==> src/rtl/phys_reg_free_list.sv <==
// phys_reg_free_list
//   FIFO of unallocated physical register tags. Retirement returns old tags on
//   free_tag_1/free_tag_2; rename pulls new destination tags from the head.
//   Tag 0 means "no tag": it is never stored and never allocated.
//
// Ports
//   clk             in   1        clock, all state updates on posedge
//   reset           in   1        synchronous, active-high; restores the boot mapping
//   alloc_req       in   1        rename wants one tag this cycle
//   alloc_valid     out  1        a free tag is available (free_count != 0)
//   alloc_tag       out  TAG_W    tag at the FIFO head, meaningful when alloc_valid=1
//   free_tag_1      in   TAG_W    tag returned by retire slot 1, 0 = none
//   free_tag_2      in   TAG_W    tag returned by retire slot 2, 0 = none
//   free_count      out  TAG_W+1  number of tags currently held
//   err_overflow    out  1        sticky: a push was dropped because the list was full
//   err_double_free out  1        sticky: a tag was freed while already free
//
// Configuration
//   FREELIST_CHECK_EN  when defined, a per-tag is_free vector rejects and flags
//                      double frees; when undefined err_double_free is tied low
//                      and duplicates are stored as-is.

module phys_reg_free_list #(
    parameter int unsigned NUM_PREGS = 64,
    parameter int unsigned NUM_ARCH  = 32,
    parameter int unsigned TAG_W     = $clog2(NUM_PREGS)
) (
    input  logic             clk,
    input  logic             reset,
    input  logic             alloc_req,
    output logic             alloc_valid,
    output logic [TAG_W-1:0] alloc_tag,
    input  logic [TAG_W-1:0] free_tag_1,
    input  logic [TAG_W-1:0] free_tag_2,
    output logic [TAG_W:0]   free_count,
    output logic             err_overflow,
    output logic             err_double_free
);

    // Tag 0 is never stored, so one slot of the array always stays unused.
    localparam logic [TAG_W:0]   CAPACITY    = (TAG_W+1)'(NUM_PREGS - 1);
    localparam logic [TAG_W:0]   RESET_COUNT = (TAG_W+1)'(NUM_PREGS - NUM_ARCH);
    localparam logic [TAG_W-1:0] RESET_TAIL  = TAG_W'(NUM_PREGS - NUM_ARCH);

    logic [TAG_W-1:0] mem [NUM_PREGS];
    logic [TAG_W-1:0] head;
    logic [TAG_W-1:0] tail;
    logic [TAG_W:0]   count;

    logic             pop;
    logic [TAG_W:0]   base;
    logic [TAG_W:0]   base2;
    logic             dbl1;
    logic             dbl2;
    logic             push1;
    logic             push2;
    logic             ovf1;
    logic             ovf2;
    logic [TAG_W-1:0] wr_idx2;

`ifdef FREELIST_CHECK_EN
    logic [NUM_PREGS-1:0] is_free;
`endif

    assign alloc_valid = (count != '0);
    assign alloc_tag   = mem[head];
    assign free_count  = count;

    always_comb begin
        pop  = alloc_req && alloc_valid;
        // Occupancy seen by the pushes: the same-cycle pop frees a slot first.
        base = count - (TAG_W+1)'(pop);
        dbl1 = 1'b0;
        dbl2 = 1'b0;
`ifdef FREELIST_CHECK_EN
        // Checked against the registered vector; slot 2 also loses to an
        // identical slot-1 tag in the same cycle.
        dbl1 = (free_tag_1 != '0) && is_free[free_tag_1];
        dbl2 = (free_tag_2 != '0) &&
               (is_free[free_tag_2] || (free_tag_2 == free_tag_1));
`endif
        push1   = (free_tag_1 != '0) && !dbl1 && (base < CAPACITY);
        ovf1    = (free_tag_1 != '0) && !dbl1 && !(base < CAPACITY);
        base2   = base + (TAG_W+1)'(push1);
        push2   = (free_tag_2 != '0) && !dbl2 && (base2 < CAPACITY);
        ovf2    = (free_tag_2 != '0) && !dbl2 && !(base2 < CAPACITY);
        // Slot 2 lands directly behind slot 1 only when slot 1 was accepted.
        wr_idx2 = push1 ? tail + TAG_W'(1) : tail;
    end

    always_ff @(posedge clk) begin
        if (reset) begin
            for (int unsigned i = 0; i < NUM_PREGS; i++) begin
                mem[i] <= (i < NUM_PREGS - NUM_ARCH) ? TAG_W'(NUM_ARCH + i) : '0;
            end
            head         <= '0;
            tail         <= RESET_TAIL;
            count        <= RESET_COUNT;
            err_overflow <= 1'b0;
        end else begin
            if (push1) begin
                mem[tail] <= free_tag_1;
            end
            if (push2) begin
                mem[wr_idx2] <= free_tag_2;
            end
            head  <= head + TAG_W'(pop);
            tail  <= tail + TAG_W'(push1) + TAG_W'(push2);
            count <= base + (TAG_W+1)'(push1) + (TAG_W+1)'(push2);
            if (ovf1 || ovf2) begin
                err_overflow <= 1'b1;
            end
        end
    end

`ifdef FREELIST_CHECK_EN
    always_ff @(posedge clk) begin
        if (reset) begin
            for (int unsigned i = 0; i < NUM_PREGS; i++) begin
                is_free[i] <= (i >= NUM_ARCH);
            end
            err_double_free <= 1'b0;
        end else begin
            if (pop) begin
                is_free[alloc_tag] <= 1'b0;
            end
            if (push1) begin
                is_free[free_tag_1] <= 1'b1;
            end
            if (push2) begin
                is_free[free_tag_2] <= 1'b1;
            end
            if (dbl1 || dbl2) begin
                err_double_free <= 1'b1;
            end
        end
    end
`else
    assign err_double_free = 1'b0;
`endif

endmodule

==> config.mk <==
export PLATFORM = sky130hd
export DESIGN_NAME = phys_reg_free_list
export DESIGN_NICKNAME = d
export VERILOG_FILES = /design/src/rtl/phys_reg_free_list.sv
export SDC_FILE = /design/constraint.sdc
export NUM_CORES = 1
export LEC_CHECK = 0
export CAP_MARGIN = 20
export CORE_UTILIZATION = 55
export DETAILED_ROUTE_END_ITERATION = 7
export PLACE_DENSITY = 0.75
export SYNTH_ARGS = -nofsm -noshare
export SYNTH_HDL_FRONTEND = slang
export SYNTH_SLANG_ARGS = --single-unit
export TNS_END_PERCENT = 100
==> constraint.sdc <==
create_clock -name clk -period 6.3 [get_ports clk]
set_input_delay 0.63 -clock clk [delete_from_list [all_inputs] [get_ports clk]]
set_output_delay 0.63 -clock clk [all_outputs]
set_load 0.005 [all_outputs]
* Word level (Yosys, flattened, before mapping)
Memory sizes are Yosys's and may differ from the RTL's. A register that Yosys moved wholly into a read port is not among the register bits.
Index checks and enable logic that the tools add are counted.
W data, S select, Z words.
** Cells by class
- $add $sub $neg :: 7
- Magnitude comparators :: 2
- Muxes and demuxes :: 16
- Reductions and logical operators :: 13
** Operators with widths (count)
- $mux W6 :: 6
- $add A6 B1 Y6 :: 3
- $add A7 B1 Y7 :: 2
- $lt A7 B6 Y1 const B :: 2
- $reduce_bool A6 Y1 :: 2
- $reduce_or A6 Y1 :: 2
- $mux W1 :: 10
- $reduce_bool A7 Y1 :: 1
- $sub A7 B1 Y7 :: 1
- $add A6 B1 Y6 const B :: 1
- $logic_and A1 B1 Y1 :: 5
- $logic_not A1 Y1 :: 2
- $logic_or A1 B1 Y1 :: 1
** Word-level totals
- Register bits after elaboration :: 20
- RAM bits :: 384
- Input port bits :: 15
- Output and inout port bits :: 16
- Word-level logic and storage cells :: 43
- Memories :: 1
** Memories
- mem :: depth 64, width 6, read ports 1, clocked after Yosys merged registers in 1, wr ports 64, RTL line 45 : logic [TAG_W-1:0] mem [NUM_PREGS];

* Logic depth before layout (Yosys ltp)
- Depth in word-level cells :: 13
- Gate-level depth with buffers :: 25

* Least setup slack after synthesis
No wires, ideal clock.
- Path kind :: flip-flop to flip-flop
- Start :: register count[2] (netlist: free_count[2])
- End :: memory mem[11][0] (netlist name) (enable)
- Setup time :: 0.273 ns
- Data arrival time :: 5.331 ns
- Required time :: 6.027 ns
- Setup slack :: 0.696 ns
- Stages on the path, launching flop included :: 21
- Path buffers :: 3
- Period minus slack after synthesis :: 5.604 ns
- Cells stage by stage :: dfxtp_1 buf_2 or4_4 or4_1 and2_1 ha_1 ha_1 xnor2_1 o22ai_2 o211a_1 buf_4 nor2_2 ha_1 ha_1 xnor2_1 nand3_1 or2_2 o211ai_1 nor4_1 buf_2 a211o_1
** RTL lines
- start: declaration :: RTL line 48 : logic [TAG_W:0] count;
- start signal: assignment :: RTL line 109 : count <= base + (TAG_W+1)'(push1) + (TAG_W+1)'(push2);
- end: declaration :: RTL line 45

==> run metrics <==
Num CTS Buffers 42; # port buffers 29; clk sink count 404; sequential area share after synthesis between 50 and 60%; Row Count 72; Mapped Area ~22,000 um^2; Power Dens Cells 346.5 nW/um^2; initial antenna violation count 2; crit path time final 5.843 ns; Hold Vio Cnt, Final 0; final std cells w/o fill 2,241; DR vias/cell approximately 7.6; Ports 31; Syn. warnings 0; startpoint types flip-flop; ANT nets after route 0; Place WS 0.5819 ns; Worst slew margin a little over a quarter; Fill cells 2,926; grt total ovfl 0; first drt pass iteration count 6; final setup margin 0.4566 ns; Initial Util 56.25%; number of global-route vias before repair around 16,000; Arr. time, crit path roughly 6.1 ns; maximum vdd drop 0.2754 mV; Inst Count DP 2,162; Synth area leader edfxtp_1; #FFs+latches synth 404; number of remaining DRC errors 0; setup TNS 0 ns; CTS HTree Levels 2; clock latency at the later pin of the worst-skew pair between 0.5 and 0.6 ns; RSZ-0062 raised after global routing false; skew final 0.02525 ns; P_leak roughly 0.0076 uW; Worst Max-Slew Pin Slew roughly 1.1 ns; asr flop ratio synth 0%; Netlist cell types between 60 and 70; Post-CTS Resized 0; die area around 40,000 um^2; Avg Inst Size Synth 12.63 um^2; maximum fanout along the worst path 13; dpl hpwl 48.27 mm; Hold WC Path Type primary input to flip-flop; Worst Hold Depth 2; first-pass GRT wire length 107.1 mm; hold_buf cts 0; fin crit share 92.75%; DR iter-0 viols 2,797; Synth top area share a little over half; die height between 200 and 250 um; fmax 171.1 MHz; FF-to-FF path depth 18; Mapped Cells 1,738; Synth Net Count between 1,500 and 2,000; Critical Path Sink Type flip-flop; Worst-path clk slew around 0.06 ns; Via Count 17,000; Worst Path Required 6.55 ns; Die W 201.7 um; status complete, no violations; ratio of cells with drive above 1 in the final layout 16.50%; Post-synth EDFFs between 300 and 400; Longest Clk Path Bufs 3; CTS tree built; Final nets 1,717; GRT Total Usage around 36%; Slew Viols, Final 0; Core ar. 39,010 um^2; Routed wire per std cell 32.27 um; Max Cap Viol 0; final WL 72.32 mm; RePlAce Congestion 0.9618; postcts setup bufs 0; P&R area growth vs syn 9.426%; final setup vio count 0; leading post-synthesis cells by cell area edfxtp_1, mux4_2, a22o_1; root buffer cell clkbuf_16; Main synth FF type edfxtp_1; largest net degree at the start of global routing 65; critical path class flip-flop to flip-flop
-- layer usage --
layer  up-vias  global-route usage (%)  wire length, um
li1       6832                       -                -
met1      8215                   47.54            24680
met2      1627                   53.46            31600
met3       322                   10.58            11390
met4         0                   19.43             4659
met5         -                       0                0
-- synthesized netlist by cell type, drive strengths merged (5+ instances only) --
cell type,number
edfxtp,384
a21oi,26
o22ai,10
nor3,20
a31o,5
buf,51
nor2b,11
o22a,10
inv,15
mux2i,8
mux4,126
nand2,158
nand3,47
ha,11
o21ai,125
and2,19
a22oi,34
a32o,46
a22o,104
nor2,153
clkbuf,128
nor4,5
xnor2,14
or3,8
nand4,5
dfxtp,20
a32oi,28
and3,21
xor2,13
a31oi,19
nand2b,14
a211o,55
-- area by class of cell --
cell class	count	area, um^2	area share (%)
Sequential cell	404	11940	49.73
Multi-Input combinational cell	1139	9261	38.57
Clock buffer	55	1141	4.752
Timing Repair Buffer	87	725.7	3.022
Tap cell	518	648.1	2.699
Clock inverter	20	229.0	0.9536
Inverter	16	60.06	0.2501
Antenna cell	2	5.005	0.02084
-- flip-flops by register name (all words and copies together) (netlist names) --
name and cells:
tail 6, head 6, mem 384, free_count 7, err_overflow 1
-- placed cells by master, fill, tap and decap left out, types with 26 or more instances in the layout --
cell type  synthesis  layout
a211o_1           55      55
a21oi_1           26      26
a22o_1           104     104
a22oi_1           34      34
a32o_1            46      46
a32oi_1           28      28
buf_4              7      55
clkbuf_16          0      43
edfxtp_1         384     384
mux4_2           126     126
nand2_1          158     158
nand3_1           46      46
nor2_1           151     151
o21ai_0          122     122
-- final timing paths --
check | start | to | slack [ns]
setup reg to reg | free_count[2] | mem[11][1] | 0.46
setup / recovery | free_count[2] | mem[11][1] | 0.46
hold / removal | reset | head[0] | 0.44
hold reg to reg | err_overflow | err_overflow | 0.52
-- per-stage QoR --
stage,utilization (%),power [uW],hold WS [ns],cell area [um^2]
6_report,61.55,8319,0.4407,24010
5_1_grt,61.54,8482,0.4642,24010
4_1_cts,61.49,8187,0.4343,23990
3_5_place_dp,57.98,5685,0.4929,22620
3_3_place_gp,57.91,5648,0.4957,22590
2_1_floorplan,-,4778,0.4656,21940
-- cell families after synthesis --
logic type      count (synthesis)  share of synthesized area, %
fa+ha+maj                      12                        0.7185
flops                         404                         54.38
compound gates                489                         16.76
simple gates                  473                         9.956
other cells                     1                       0.01709
mux                           137                         13.45
xor+xnor                       27                         1.112
buf+inv                       195                         3.604
-- critical path, stage by stage (launching register included) --
cell and delay (ns):
dfxtp_1 0.39, or4_4 0.59, or4_1 0.45, and2_1 0.21
ha_1 0.20, ha_1 0.26, xnor2_1 0.24, o22ai_2 0.15
o211a_1 0.19, nor2_2 0.14, ha_1 0.19, ha_1 0.22
nand2_1 0.10, xor2_1 0.17, a31oi_1 0.39, o211ai_1 0.22
nor4_2 0.80, buf_4 0.34, a211o_1 0.29
-- where the power goes --
| group | switching, uW | leakage (uW) | internal (uW) |
|---|---|---|---|
| clock | 1080 | 0.000671 | 1480 |
| combinational | 1660 | 0.00316 | 773 |
| sequential | 175 | 0.00374 | 3150 |
| total | 2910 | 0.00757 | 5410 |
Power figures use the tool's default switching activity.
